==> src/rtl/lsu_pkg.sv <==
// Shared definitions for the load/store unit: access-size encodings and FSM states.
package lsu_pkg;

  localparam logic [1:0] SZ_BYTE = 2'd0;
  localparam logic [1:0] SZ_HALF = 2'd1;
  localparam logic [1:0] SZ_WORD = 2'd2;

  typedef enum logic [1:0] {
    IDLE = 2'd0,
    RD   = 2'd1,
    WR   = 2'd2,
    RESP = 2'd3
  } state_e;

endpackage

==> src/rtl/lsu_lane_align.sv <==
// Little-endian lane logic: extracts/extends sub-word loads and merges sub-word
// store data into the old memory word. Purely combinational.
module lsu_lane_align
  import lsu_pkg::*;
(
  input  logic [31:0] old_word_i,
  input  logic [1:0]  offset_i,
  input  logic [1:0]  size_i,
  input  logic        unsigned_i,
  input  logic [31:0] wdata_i,
  output logic [31:0] load_data_o,
  output logic [31:0] store_word_o
);

  logic [7:0]  byte_sel;
  logic [15:0] half_sel;

  always_comb begin
    byte_sel = old_word_i[{offset_i, 3'b000} +: 8];
    half_sel = offset_i[1] ? old_word_i[31:16] : old_word_i[15:0];

    case (size_i)
      SZ_BYTE: load_data_o = {{24{byte_sel[7] & ~unsigned_i}}, byte_sel};
      SZ_HALF: load_data_o = {{16{half_sel[15] & ~unsigned_i}}, half_sel};
      default: load_data_o = old_word_i;
    endcase
  end

  // Only the addressed lane changes; every other byte keeps the old contents.
  always_comb begin
    store_word_o = old_word_i;
    case (size_i)
      SZ_BYTE: store_word_o[{offset_i, 3'b000} +: 8] = wdata_i[7:0];
      SZ_HALF: begin
        if (offset_i[1]) store_word_o[31:16] = wdata_i[15:0];
        else             store_word_o[15:0]  = wdata_i[15:0];
      end
      default: store_word_o = wdata_i;
    endcase
  end

endmodule

==> src/rtl/load_store_unit.sv <==
// Single-outstanding load/store stage in front of a word-only memory; sub-word
// stores are read-modify-write, misaligned or illegal requests return an error.
module load_store_unit
  import lsu_pkg::*;
#(
  parameter int ADDR_W         = 32,
  parameter bit MISALIGN_CHECK = 1'b1
) (
  input  logic              clk,
  input  logic              reset,
  input  logic              req_valid,
  output logic              req_ready,
  input  logic              req_write,
  input  logic [1:0]        req_size,
  input  logic              req_unsigned,
  input  logic [ADDR_W-1:0] req_addr,
  input  logic [31:0]       req_wdata,
  output logic              resp_valid,
  output logic [31:0]       resp_rdata,
  output logic              resp_error,
  output logic [ADDR_W-1:0] mem_addr,
  input  logic [31:0]       mem_read_data,
  output logic [31:0]       mem_write_data,
  output logic              mem_write_enable
);

  state_e            state_q, state_d;
  logic [ADDR_W-1:0] addr_q;
  logic [1:0]        size_q;
  logic              unsigned_q, write_q, err_q;
  logic [31:0]       wdata_q, old_q;

  logic              accept, req_err, misalign;
  logic [ADDR_W-1:0] addr_in;
  logic [31:0]       load_data, store_word;

  assign accept = req_valid && (state_q == IDLE);

  always_comb begin
    misalign = ((req_size == SZ_HALF) && req_addr[0]) ||
               ((req_size == SZ_WORD) && (req_addr[1:0] != 2'b00));
    req_err  = (req_size == 2'd3) || (MISALIGN_CHECK && misalign);
    addr_in  = req_addr;
    // Without the check, misaligned accesses proceed at the aligned-down address.
    if (!MISALIGN_CHECK) begin
      if (req_size == SZ_HALF) addr_in[0]   = 1'b0;
      if (req_size == SZ_WORD) addr_in[1:0] = 2'b00;
    end
  end

  always_ff @(posedge clk) begin
    if (reset) state_q <= IDLE;
    else       state_q <= state_d;
  end

  always_comb begin
    state_d = state_q;
    case (state_q)
      IDLE: if (req_valid) begin
        if (req_err)                   state_d = RESP;
        else if (!req_write)           state_d = RD;
        else if (req_size == SZ_WORD)  state_d = WR;
        else                           state_d = RD;
      end
      RD:      state_d = write_q ? WR : RESP;
      WR:      state_d = RESP;
      default: state_d = IDLE;
    endcase
  end

  always_ff @(posedge clk) begin
    if (reset) begin
      addr_q     <= '0;
      size_q     <= SZ_BYTE;
      unsigned_q <= 1'b0;
      write_q    <= 1'b0;
      err_q      <= 1'b0;
      wdata_q    <= '0;
      old_q      <= '0;
    end else begin
      if (accept) begin
        addr_q     <= addr_in;
        size_q     <= req_size;
        unsigned_q <= req_unsigned;
        write_q    <= req_write;
        err_q      <= req_err;
        wdata_q    <= req_wdata;
      end
      if (state_q == RD) old_q <= mem_read_data;
    end
  end

  lsu_lane_align u_align (
    .old_word_i   (old_q),
    .offset_i     (addr_q[1:0]),
    .size_i       (size_q),
    .unsigned_i   (unsigned_q),
    .wdata_i      (wdata_q),
    .load_data_o  (load_data),
    .store_word_o (store_word)
  );

  always_comb begin
    req_ready        = (state_q == IDLE);
    resp_valid       = (state_q == RESP);
    resp_error       = (state_q == RESP) && err_q;
    resp_rdata       = ((state_q == RESP) && !err_q && !write_q) ? load_data : 32'h0;
    mem_addr         = '0;
    mem_write_data   = 32'h0;
    mem_write_enable = (state_q == WR) && !reset;
    if ((state_q == RD) || (state_q == WR)) mem_addr = {addr_q[ADDR_W-1:2], 2'b00};
    if (state_q == WR) mem_write_data = store_word;
  end

endmodule

==> config.mk <==
export PLATFORM = sky130hd
export DESIGN_NAME = load_store_unit
export DESIGN_NICKNAME = d
export VERILOG_FILES = /design/src/rtl/lsu_pkg.sv /design/src/rtl/lsu_lane_align.sv /design/src/rtl/load_store_unit.sv
export SDC_FILE = /design/constraint.sdc
export NUM_CORES = 1
export LEC_CHECK = 0
export CORE_ASPECT_RATIO = 2
export CORE_MARGIN = 2
export CORE_UTILIZATION = 50
export CTS_CLUSTER_SIZE = 30
export DETAILED_ROUTE_END_ITERATION = 8
export MAX_ROUTING_LAYER = met4
export PLACE_DENSITY = 0.89
export SYNTH_ARGS = -nofsm -noshare
export SYNTH_HDL_FRONTEND = slang
export SYNTH_SLANG_ARGS = --single-unit
==> constraint.sdc <==
create_clock -name clk -period 7.3 [get_ports clk]
set_input_delay 2.19 -clock clk [delete_from_list [all_inputs] [get_ports clk]]
set_output_delay 2.19 -clock clk [all_outputs]
set_load 0.02 [all_outputs]
==> metrics.txt, run 1 <==
outcome finished clean; PD cells slightly below 300 nW/µm²; Setup Skew a little under 0.007 ns; DP HPWL around 15000 µm; CTS Hold Bufs 0; flops & latches, synth slightly above 100; final setup violation count 0; NetSw between 0.001 and 0.0015 W; H-tree levels 3; commonest cells after routing, fill and taps aside clkdlybuf4s50_1, nand2_1, dfxtp_1; sequential share of the synthesized area approximately 34%; Max Slew Vio Count 0; Setup WS pre-CTS between 1.5 and 2 ns; worst skew pair latency about 0.35 ns; CP Max Fanout 22; # port buffers 200; routability cong. 1.01; number of distinct library cells after synthesis 54; total CTS buffers 9; max-capacitance violation count 0; DIE HEIGHT 159 µm; top_reg_cell synth dfxtp_1; die area between 10000 and 15000 µm²; leading area contributor after synthesis dfxtp_1; final worst path period share around four fifths; Ys Warns 0; nets@finish 1016; Max stage delay on crit path between 0.8 and 0.9 ns; Hold Vio Cnt, Final 0; row count 56; total global routing track utilization roughly a third; Clock Tree Buf Depth 2; Max rail drop VDD about 0.25 mV; maximum clock frequency between 150 and 200 MHz; Flop pwr share 36.4%; P_leak between 2 and 3 nW; Critical Path Source Type register; first-pass GRT wire length 33200 µm; starting density of the core 51.2%; CP endpoint kind primary output; Max-slew headroom 8.11%; Sw Share a little over two fifths; synthesized instance count 759; CP Data Arrival Time approximately 3.8 ns; initial antenna violation count 0; setup_tns 0 ns; clk sinks around 100; vias in the first global route between 6000 and 7000; Filler Cell Count between 900 and 1000; I/O Pins 203; CTS tree yes; actual slew at the worst max-slew pin roughly 1.4 ns; Design Area, Final 8210 µm²; slowest CP cell dfxtp_1; Via density between 6 and 7; CTS root buffer clkbuf_16; RSZ-0062 raised after global routing false; Antenna Nets Post-Route 0; placed cell areas 7920 µm²; # DRC 0; Starting DRT DRC Count 631; share of the synthesized area in the top cell type between 30% and 40%; power share of the clock group 19.6%; DR WL/cell 20.3 µm; top cells by area in the synthesized netlist dfxtp_1, nand2_1, mux2i_1; register clock-pin slew on the reported worst setup and hold paths roughly 0.080 ns; post-cts sizing count 0; postcts setup bufs 0; Die Wd between 80 and 90 µm; minimum clock period roughly 6.0 ns; first-pass detailed-route iteration total 6; Critical Path RT about 5.1 ns; Pint roughly 0.0014 W; largest net degree at the start of global routing roughly 100; Worst Hold Class register to register; Util after Layout between 60% and 70%; Synth async-reset ratio 0%; mean area per synthesized cell just under 8 µm²; grt total ovfl 0; most common cell after layout, fill and taps aside clkdlybuf4s50_1; EDFF count, synth 0; post-route setup slack 1.35 ns; share of layout cells above drive strength 1 5.83%; n_diodes 0; crit-path cells inv_2 -> ha_1 -> nor4_1 -> a221o_1 -> a32o_1 -> clkdlybuf4s50_1; Synth-to-Final Area Change 36.2%; final wirelength about 21000 µm; via count roughly 6500; Combinational Power Share a little over two fifths; Core Area ~12000 µm²; CP Class register to primary output; mapped cell area roughly 6000 µm²
flip-flops by register name, summed over array words and instances, names as in the netlist:
name and count:
addr_q 32, err_q 1, old_q 32, size_q 2, state_q 2, unsigned_q 1
wdata_q 32, write_q 1
final cells by class:
| cell class | instances | area, µm² | area share, % |
|---|---|---|---|
| inverters | 18 | 67.6 | 0.823 |
| clock buffers | 10 | 229 | 2.79 |
| repair buffers | 207 | 2050 | 25.0 |
| multi-input cells | 565 | 3560 | 43.3 |
| flip-flops and latches | 103 | 2060 | 25.1 |
| well taps | 145 | 181 | 2.21 |
| clock inverters | 6 | 62.6 | 0.762 |
worst paths after layout:
path              start                 end  slack (ns)  cells after the start
min          addr_q[23]          addr_q[23]        0.45                      2
max reg2reg  state_q[0]         wdata_q[22]        5.18                      6
min reg2reg  addr_q[23]          addr_q[23]        0.45                      2
max           addr_q[1]  mem_write_data[31]        1.35                      6
synth_stat cells (2+ instances only):
cell type    n
nor3b_1      2
mux4_2       7
buf_1        2
nand2b_1     4
nor4_4       2
a21boi_1     2
a22o_1      15
o2bb2ai_1    3
a32oi_1      3
o21ai_0     21
nor2_1      57
a211oi_1    11
nor2b_1      3
buf_2       16
o22ai_1     17
a22oi_1      3
nand2_1    146
nor3_1      16
mux2_4       2
a21boi_0     6
clkbuf_1    46
ha_1         9
a21o_1       9
dfxtp_1    103
a221o_1     13
inv_1       16
a21o_2       7
a21oi_1     82
mux2i_1     48
buf_6        4
buf_4        6
and2_1      32
a32o_1       5
a221oi_1    21
worst max-delay path: cells and delay by family, from the launching register on:
family / cells / cell delay, ns
simple gates: 1 / 0.74
buf+inv: 2 / 0.98
compound gates: 2 / 0.42
flops: 1 / 0.83
fa+ha+maj: 1 / 0.44
per-layer routing:
metal / vias up / GRT usage, % / share of wire [%] / wire, µm
met1: 2992 / 36.1 / 34 / 7230
met3: 115 / 5.73 / 7.7 / 1650
li1: 2973 / - / - / -
met5: - / - / 0 / 0
met4: 0 / 24.3 / 8.7 / 1860
met2: 388 / 55.8 / 50 / 10700
metrics by stage:
| step | std cells | power, W | hold slack [ns] |
|---|---|---|---|
| floorplan | 760 | 0.00156 | 0.432 |
| global placement | 1038 | 0.00191 | 0.437 |
| detailed placement | 1038 | 0.00193 | 0.442 |
| CTS | 1054 | 0.00242 | 0.453 |
| global route | 1054 | 0.00255 | 0.471 |
| finish | 1054 | 0.00243 | 0.452 |
cells by family (layout without fill, tap and decap cells):
group,after synthesis,count (layout),synth area share [%]
AOI/OAI and AO/OA,225,225,25.4
adders and majority gates,9,9,1.87
buffers and inverters,92,241,6.93
DFF,103,103,34.2
muxes,58,58,11.3
other,1,2,0.0622
and+or+nand+nor,271,271,20.2
power by group through the flow:
stage	logic (W)	clock network, W	registers [W]
after global routing	0.00116	0.000505	0.000887
after floorplan	0.000795	0	0.000767
after detailed placement	0.00105	0	0.000881
after global placement	0.00104	0	0.000877
final	0.00107	0.000477	0.000884
after CTS	0.00106	0.000484	0.000870
No activity file was read; power rests on OpenSTA's default activity.
==> inputs of run 2 (changes only) <==
--- a/config.mk
+++ b/config.mk
@@ -7,11 +7,11 @@
 export LEC_CHECK = 0
 export CORE_ASPECT_RATIO = 2
 export CORE_MARGIN = 2
-export CORE_UTILIZATION = 50
+export CORE_UTILIZATION = 47
 export CTS_CLUSTER_SIZE = 30
 export DETAILED_ROUTE_END_ITERATION = 8
 export MAX_ROUTING_LAYER = met4
-export PLACE_DENSITY = 0.89
+export PLACE_DENSITY = 0.84
 export SYNTH_ARGS = -nofsm -noshare
 export SYNTH_HDL_FRONTEND = slang
 export SYNTH_SLANG_ARGS = --single-unit
==> constraint.sdc (replaced) <==
create_clock -name clk -period 6.1 [get_ports clk]
set_input_delay 1.83 -clock clk [delete_from_list [all_inputs] [get_ports clk]]
set_output_delay 1.83 -clock clk [all_outputs]
set_load 0.02 [all_outputs]
==> run 2 against run 1 <==
  * Wire length is 2.2% lower
  * Critical path depth stayed put
  * Hold slack worse by 0.0012 ns
  * Clock skew is 0.00084 ns lower
  * Die area is 6.1% higher
  * Sequential share of layout area hardly changed
  * Worst setup slack worse by 0.65 ns
  * Sequential power is 19% higher
  * Via count is 2.2% lower
  * Global-route usage is 3.8 points lower
  * Clock power is 18% higher
  * Critical path type unchanged
==> metrics.txt, run 2 (synthesis results as in run 1) <==
outcome finished clean; worst skew pair latency 0.35 ns (about the same); DP HPWL 15300 µm (-0.61%); Max rail drop VDD 0.239 mV (-2.4%); most common cell after layout, fill and taps aside clkdlybuf4s50_1; via count 6324 (-2.2%); CP Capture Point mem_write_data[27]; slowest CP cell dfxtp_1; Via density 5.95 (-3.0%); Critical Path Source Type register; Setup Skew 0.00607 ns (-0.000841 ns); total global routing track utilization 30.4% (-3.8 points); H-tree levels 3 (unchanged); # port buffers 200 (unchanged); Reg2Reg Launch Point state_q[0]; CP Data Arrival Time 3.57 ns (-0.19 ns); post-cts sizing count 0 (unchanged); P_leak 2.90 nW (about the same); row count 58 (+3.6%); final setup violation count 0 (unchanged); critical path's top delay family buffers and inverters; CP Max Fanout 14 (-36%); Die Wd 84.1 µm (+3.0%); Starting DRT DRC Count 734 (+16%); Synth-to-Final Area Change 36.4%; die area 13800 µm² (+6.1%); Critical Path RT 4.27 ns (-0.84 ns); initial antenna violation count 2 (+2); vias in the first global route 5976 (-4.8%); routability cong. 0.949 (-6.2%); setup_tns 0 ns (unchanged); crit-path cells inv_1 -> ha_1 -> nor4_1 -> a221o_1 -> a32o_1 -> clkdlybuf4s50_1; CP Buf/Inv Count 2 (unchanged); final wirelength 21000 µm (-2.2%); worst reg2reg endpoint state_q[1]; postcts setup bufs 0 (unchanged); Worst setup startpoint addr_q[0]; Clock Tree Buf Depth 2 (unchanged); Max Slew Vio Count 0 (unchanged); final worst path period share 88.6%; PD cells 350 nW/µm² (+18%); Max stage delay on crit path 0.80 ns (-0.03 ns); minimum clock period ~5.4 ns; FF-to-FF setup slack 3.85 ns (-1.33 ns); maximum clock frequency about 190 MHz; share of layout cells above drive strength 1 6.15% (+0.32 points); worst r2r path cells 7 (+1); Hold WS 0.451 ns (-0.00116 ns); CP endpoint kind primary output; largest net degree at the start of global routing 104 (unchanged); starting density of the core 48.0% (-3.2 points); registers with the most flip-flops addr_q (32), old_q (32), wdata_q (32); RSZ-0062 raised after global routing false; grt total ovfl 0 (unchanged); Antenna Nets Post-Route 0 (unchanged); nets@finish 1017 (+0.098%); CP Class register to primary output; Hold Vio Cnt, Final 0 (unchanged); Crit path depth 6 (unchanged); clk sinks 103 (unchanged); Util after Layout 65.5% (-4.3 points); CTS tree yes; DIE HEIGHT 164 µm (+3.1%); register clock-pin slew on the reported worst setup and hold paths 0.07 ns (about the same); first-pass detailed-route iteration total 5 (-1); placed cell areas 7930 µm² (+0.16%); max-capacitance violation count 0 (unchanged); CTS Hold Bufs 0 (unchanged); Design Area, Final 8220 µm² (+0.12%); first-pass GRT wire length 31800 µm (-4.3%); commonest cells after routing, fill and taps aside clkdlybuf4s50_1, nand2_1, dfxtp_1; Max-slew headroom 26.0% (+18 points); DR WL/cell 19.8 µm (-2.9%); CTS root buffer clkbuf_16; actual slew at the worst max-slew pin 1.11 ns (-0.264 ns); Core Area 12600 µm² (+6.7%); I/O Pins 203 (unchanged); total CTS buffers 9 (unchanged); Worst Hold Class register to register; # DRC 0 (unchanged)
[run 2: cell types whose count changed in the layout (fill, tap and decap cells not counted), moves of 2 or more]
cell	before	now
clkinv_2	0	2
clkinvlp_4	0	2
diode_2	0	2
inv_6	3	0
[run 2: metal layers]
metal	track usage [%]	wire, µm
met2	49.5	10500
met3	4.97	1420
met4	22.5	1730
met1	33.0	7330
met5	-	0
[run 2: stage by stage]
stage	total power (W)	setup slack [ns]	std cells
final	0.00287	0.695	1062
after global routing	0.00303	0.400	1062
after CTS	0.00286	0.684	1060
after detailed placement	0.00230	1.07	1044
after global placement	0.00228	1.13	1044
after floorplan	0.00187	1.81	760
[run 2: worst min path at each step]
| stage | startpoint | endpoint | slack [ns] | cells after the start |
|---|---|---|---|---|
| CTS | addr_q[6] | addr_q[6] | 0.45 | 2 |
| global placement | addr_q[8] | addr_q[8] | 0.44 | 2 |
| finish | addr_q[8] | addr_q[8] | 0.45 | 2 |
| global route | addr_q[2] | addr_q[2] | 0.47 | 2 |
| floorplan | addr_q[10] | addr_q[10] | 0.43 | 2 |
| detailed placement | addr_q[6] | addr_q[6] | 0.44 | 2 |
[run 2: area by class of cell]
| class | count | area [µm²] |
|---|---|---|
| diodes | 2 | 5.00 |
| clock buffers | 10 | 239 |
| clock inverters | 6 | 45.0 |
| fillers | 1077 | 4330 |
| inverters | 18 | 67.6 |
| multi-input cells | 565 | 3560 |
| flip-flops and latches | 103 | 2060 |
| well taps | 150 | 188 |
| repair buffers | 208 | 2060 |
[run 2: tightest hold or removal path, delay by kind of cell, from the launching register on]
| kind | cells | cell delay [ns] |
|---|---|---|
| AOI/OAI and AO/OA | 1 | 0.05 |
| DFF | 1 | 0.31 |
| and+or+nand+nor | 1 | 0.05 |
[run 2: report_power, final]
group | total, W | switching (W) | internal, W
Sequential | 0.00105 | 0.000231 | 0.000819
Clock | 0.000561 | 0.000270 | 0.000290
Combinational | 0.00126 | 0.000714 | 0.000550
Total | 0.00287 | 0.00121 | 0.00166
==> inputs of run 3 (changes only) <==
--- a/config.mk
+++ b/config.mk
@@ -5,10 +5,9 @@
 export SDC_FILE = /design/constraint.sdc
 export NUM_CORES = 1
 export LEC_CHECK = 0
-export CORE_ASPECT_RATIO = 2
 export CORE_MARGIN = 2
 export CORE_UTILIZATION = 47
-export CTS_CLUSTER_SIZE = 30
+export CTS_CLUSTER_SIZE = 12
 export DETAILED_ROUTE_END_ITERATION = 8
 export MAX_ROUTING_LAYER = met4
 export PLACE_DENSITY = 0.84
==> run 3 against run 2 <==
  * Clock skew is 0.00056 ns higher
  * Count of clock-buffer cells in the layout is 2 higher
  * Total power is 1.3% higher
  * Sequential share of layout area is 0.17 points lower
  * Via count is 0.11% lower
  * Die area is 0.40% lower
  * Hold slack worse by 0.00072 ns
  * Combinational power hardly changed
  * Highest routed layer unchanged
  * Wire length is 3.1% lower
  * Critical path depth is 1 higher
  * Global-route usage is 0.50 points lower
  * Critical path type unchanged
==> metrics.txt, run 3 (synthesis results as in run 1) <==
# DRC 0 (unchanged); routability cong. 0.929 (-2.1%); Core Area 12600 µm² (+0.11%); worst skew pair latency 0.35 ns (about the same); Max stage delay on crit path 0.84 ns (+0.04 ns); via count 6317 (-0.11%); CTS tree yes; Register Area 2060 µm² (unchanged); Via density 5.83 (-2.0%); DR WL/cell 18.8 µm (-4.9%); share of layout cells above drive strength 1 6.15% (-0.0068 points); row count 41 (-29%); setup_tns 0 ns (unchanged); RSZ-0062 raised after global routing false; Critical Path RT 4.27 ns (about the same); vias in the first global route 5643 (-5.6%); first-pass detailed-route iteration total 5 (unchanged); Max Slew Vio Count 0 (unchanged); max-capacitance violation count 0 (unchanged); actual slew at the worst max-slew pin 1.08 ns (-0.0280 ns); Max rail drop VDD 0.271 mV (+13%); Placed Cells 1067 (+2.2%); slowest CP cell dfxtp_1; largest net degree at the start of global routing 56 (-46%); first-pass GRT wire length 30500 µm (-4.1%); P_leak 2.92 nW (+0.82%); DIE HEIGHT 117 µm (-29%); CTS root buffer clkbuf_16; Max-slew headroom 27.9% (+1.9 points); commonest cells after routing, fill and taps aside clkdlybuf4s50_1, nand2_1, dfxtp_1; post-route insts no fill 1083 (+2.0%); H-tree levels 3 (unchanged); initial antenna violation count 0 (-2); CTS Hold Bufs 0 (unchanged); maximum clock frequency 181 MHz (-2.3%); post-cts sizing count 0 (unchanged); Critical Path Source Type register; total CTS buffers 9 (unchanged); critical path's top delay family buffers and inverters; nets@finish 1018 (+0.098%); starting density of the core 48.0% (-0.053 points); DP HPWL 14200 µm (-7.1%); I/O Pins 203 (unchanged); Filler Cell Count 1078 (+0.093%); CP Buf/Inv Count 2 (unchanged); # port buffers 200 (unchanged); Worst Hold Class register to register; Clock Tree Buf Depth 2 (unchanged); Hold Vio Cnt, Final 0 (unchanged); final wirelength 20300 µm (-3.1%); PD cells 352 nW/µm² (+0.57%); Die Wd 117 µm (+39%); area of the multi-input gates 3560 µm² (unchanged); Synth-to-Final Area Change 37.4%; Util after Layout 65.9% (+0.39 points); CP Max Fanout 14 (unchanged); CP Data Arrival Time 3.70 ns (+0.13 ns); grt total ovfl 0 (unchanged); worst hold start addr_q[6]; final setup violation count 0 (unchanged); total global routing track utilization 29.9% (-0.50 points); registers with the most flip-flops addr_q (32), old_q (32), wdata_q (32); Setup Skew 0.00664 ns (+0.000564 ns); clk sinks 103 (unchanged); CP Class register to primary output; Starting DRT DRC Count 675 (-8.0%); crit-path cells inv_1 -> ha_1 -> nand3b_1 -> nor3_1 -> a221oi_1 -> a21boi_0 -> clkdlybuf4s50_1; minimum clock period 5.53 ns (+0.128 ns); register clock-pin slew on the reported worst setup and hold paths 0.07 ns (about the same); CP endpoint kind primary output; n_diodes 0 (-2); Worst setup startpoint addr_q[0]; most common cell after layout, fill and taps aside clkdlybuf4s50_1; Reg2Reg Launch Point state_q[0]; outcome finished clean; final worst path period share 90.7% (+2.1 points); postcts setup bufs 0 (unchanged); Antenna Nets Post-Route 0 (unchanged); die area 13700 µm² (-0.40%)
-- run 3: through the flow --
stage / setup slack (ns) / total power (W) / hold WS [ns] / area (µm²)
finish: 0.567 / 0.00291 / 0.450 / 8280
floorplan: 1.81 / 0.00187 / 0.432 / 6030
detailed placement: 1.02 / 0.00231 / 0.442 / 7970
global route: 0.311 / 0.00307 / 0.470 / 8280
CTS: 0.659 / 0.00291 / 0.452 / 8280
global placement: 1.17 / 0.00228 / 0.437 / 7970
-- run 3: cell type report --
cell class                      count  share of cell area (%)
Inverter                           18                   0.816
Clock buffer                       12                    3.10
Timing Repair Buffer              209                    25.0
Tap cell                          172                    2.60
Multi-Input combinational cell    565                    43.0
Sequential cell                   103                    24.9
Clock inverter                      4                   0.635
-- run 3: report_power, final --
| part | internal, W | switching [W] |
|---|---|---|
| clock network | 0.000342 | 0.000253 |
| logic | 0.000551 | 0.000739 |
| registers | 0.000819 | 0.000207 |
| total | 0.00171 | 0.00120 |
-- run 3: worst paths after layout --
| check | end | slack (ns) | depth (start not counted) |
|---|---|---|---|
| setup / recovery | mem_write_data[12] | 0.57 | 7 |
| hold / removal | addr_q[6] | 0.45 | 2 |
| setup reg to reg | wdata_q[28] | 4.03 | 6 |
| hold reg to reg | addr_q[6] | 0.45 | 2 |
-- run 3: worst reg2reg max path, stage by stage (launching register included) --
cell	delay, ns
dfxtp_1	0.34
inv_1	0.09
ha_1	0.26
and2_2	0.57
buf_4	0.47
nand2_1	0.12
a21oi_1	0.15
-- run 3: layer usage --
layer	up-vias	global-route usage [%]	wire, µm
met3	50	7.78	1990
met1	2919	37.4	8180
li1	2973	-	-
met2	375	46.7	9490
met4	0	11.1	676
met5	-	-	0
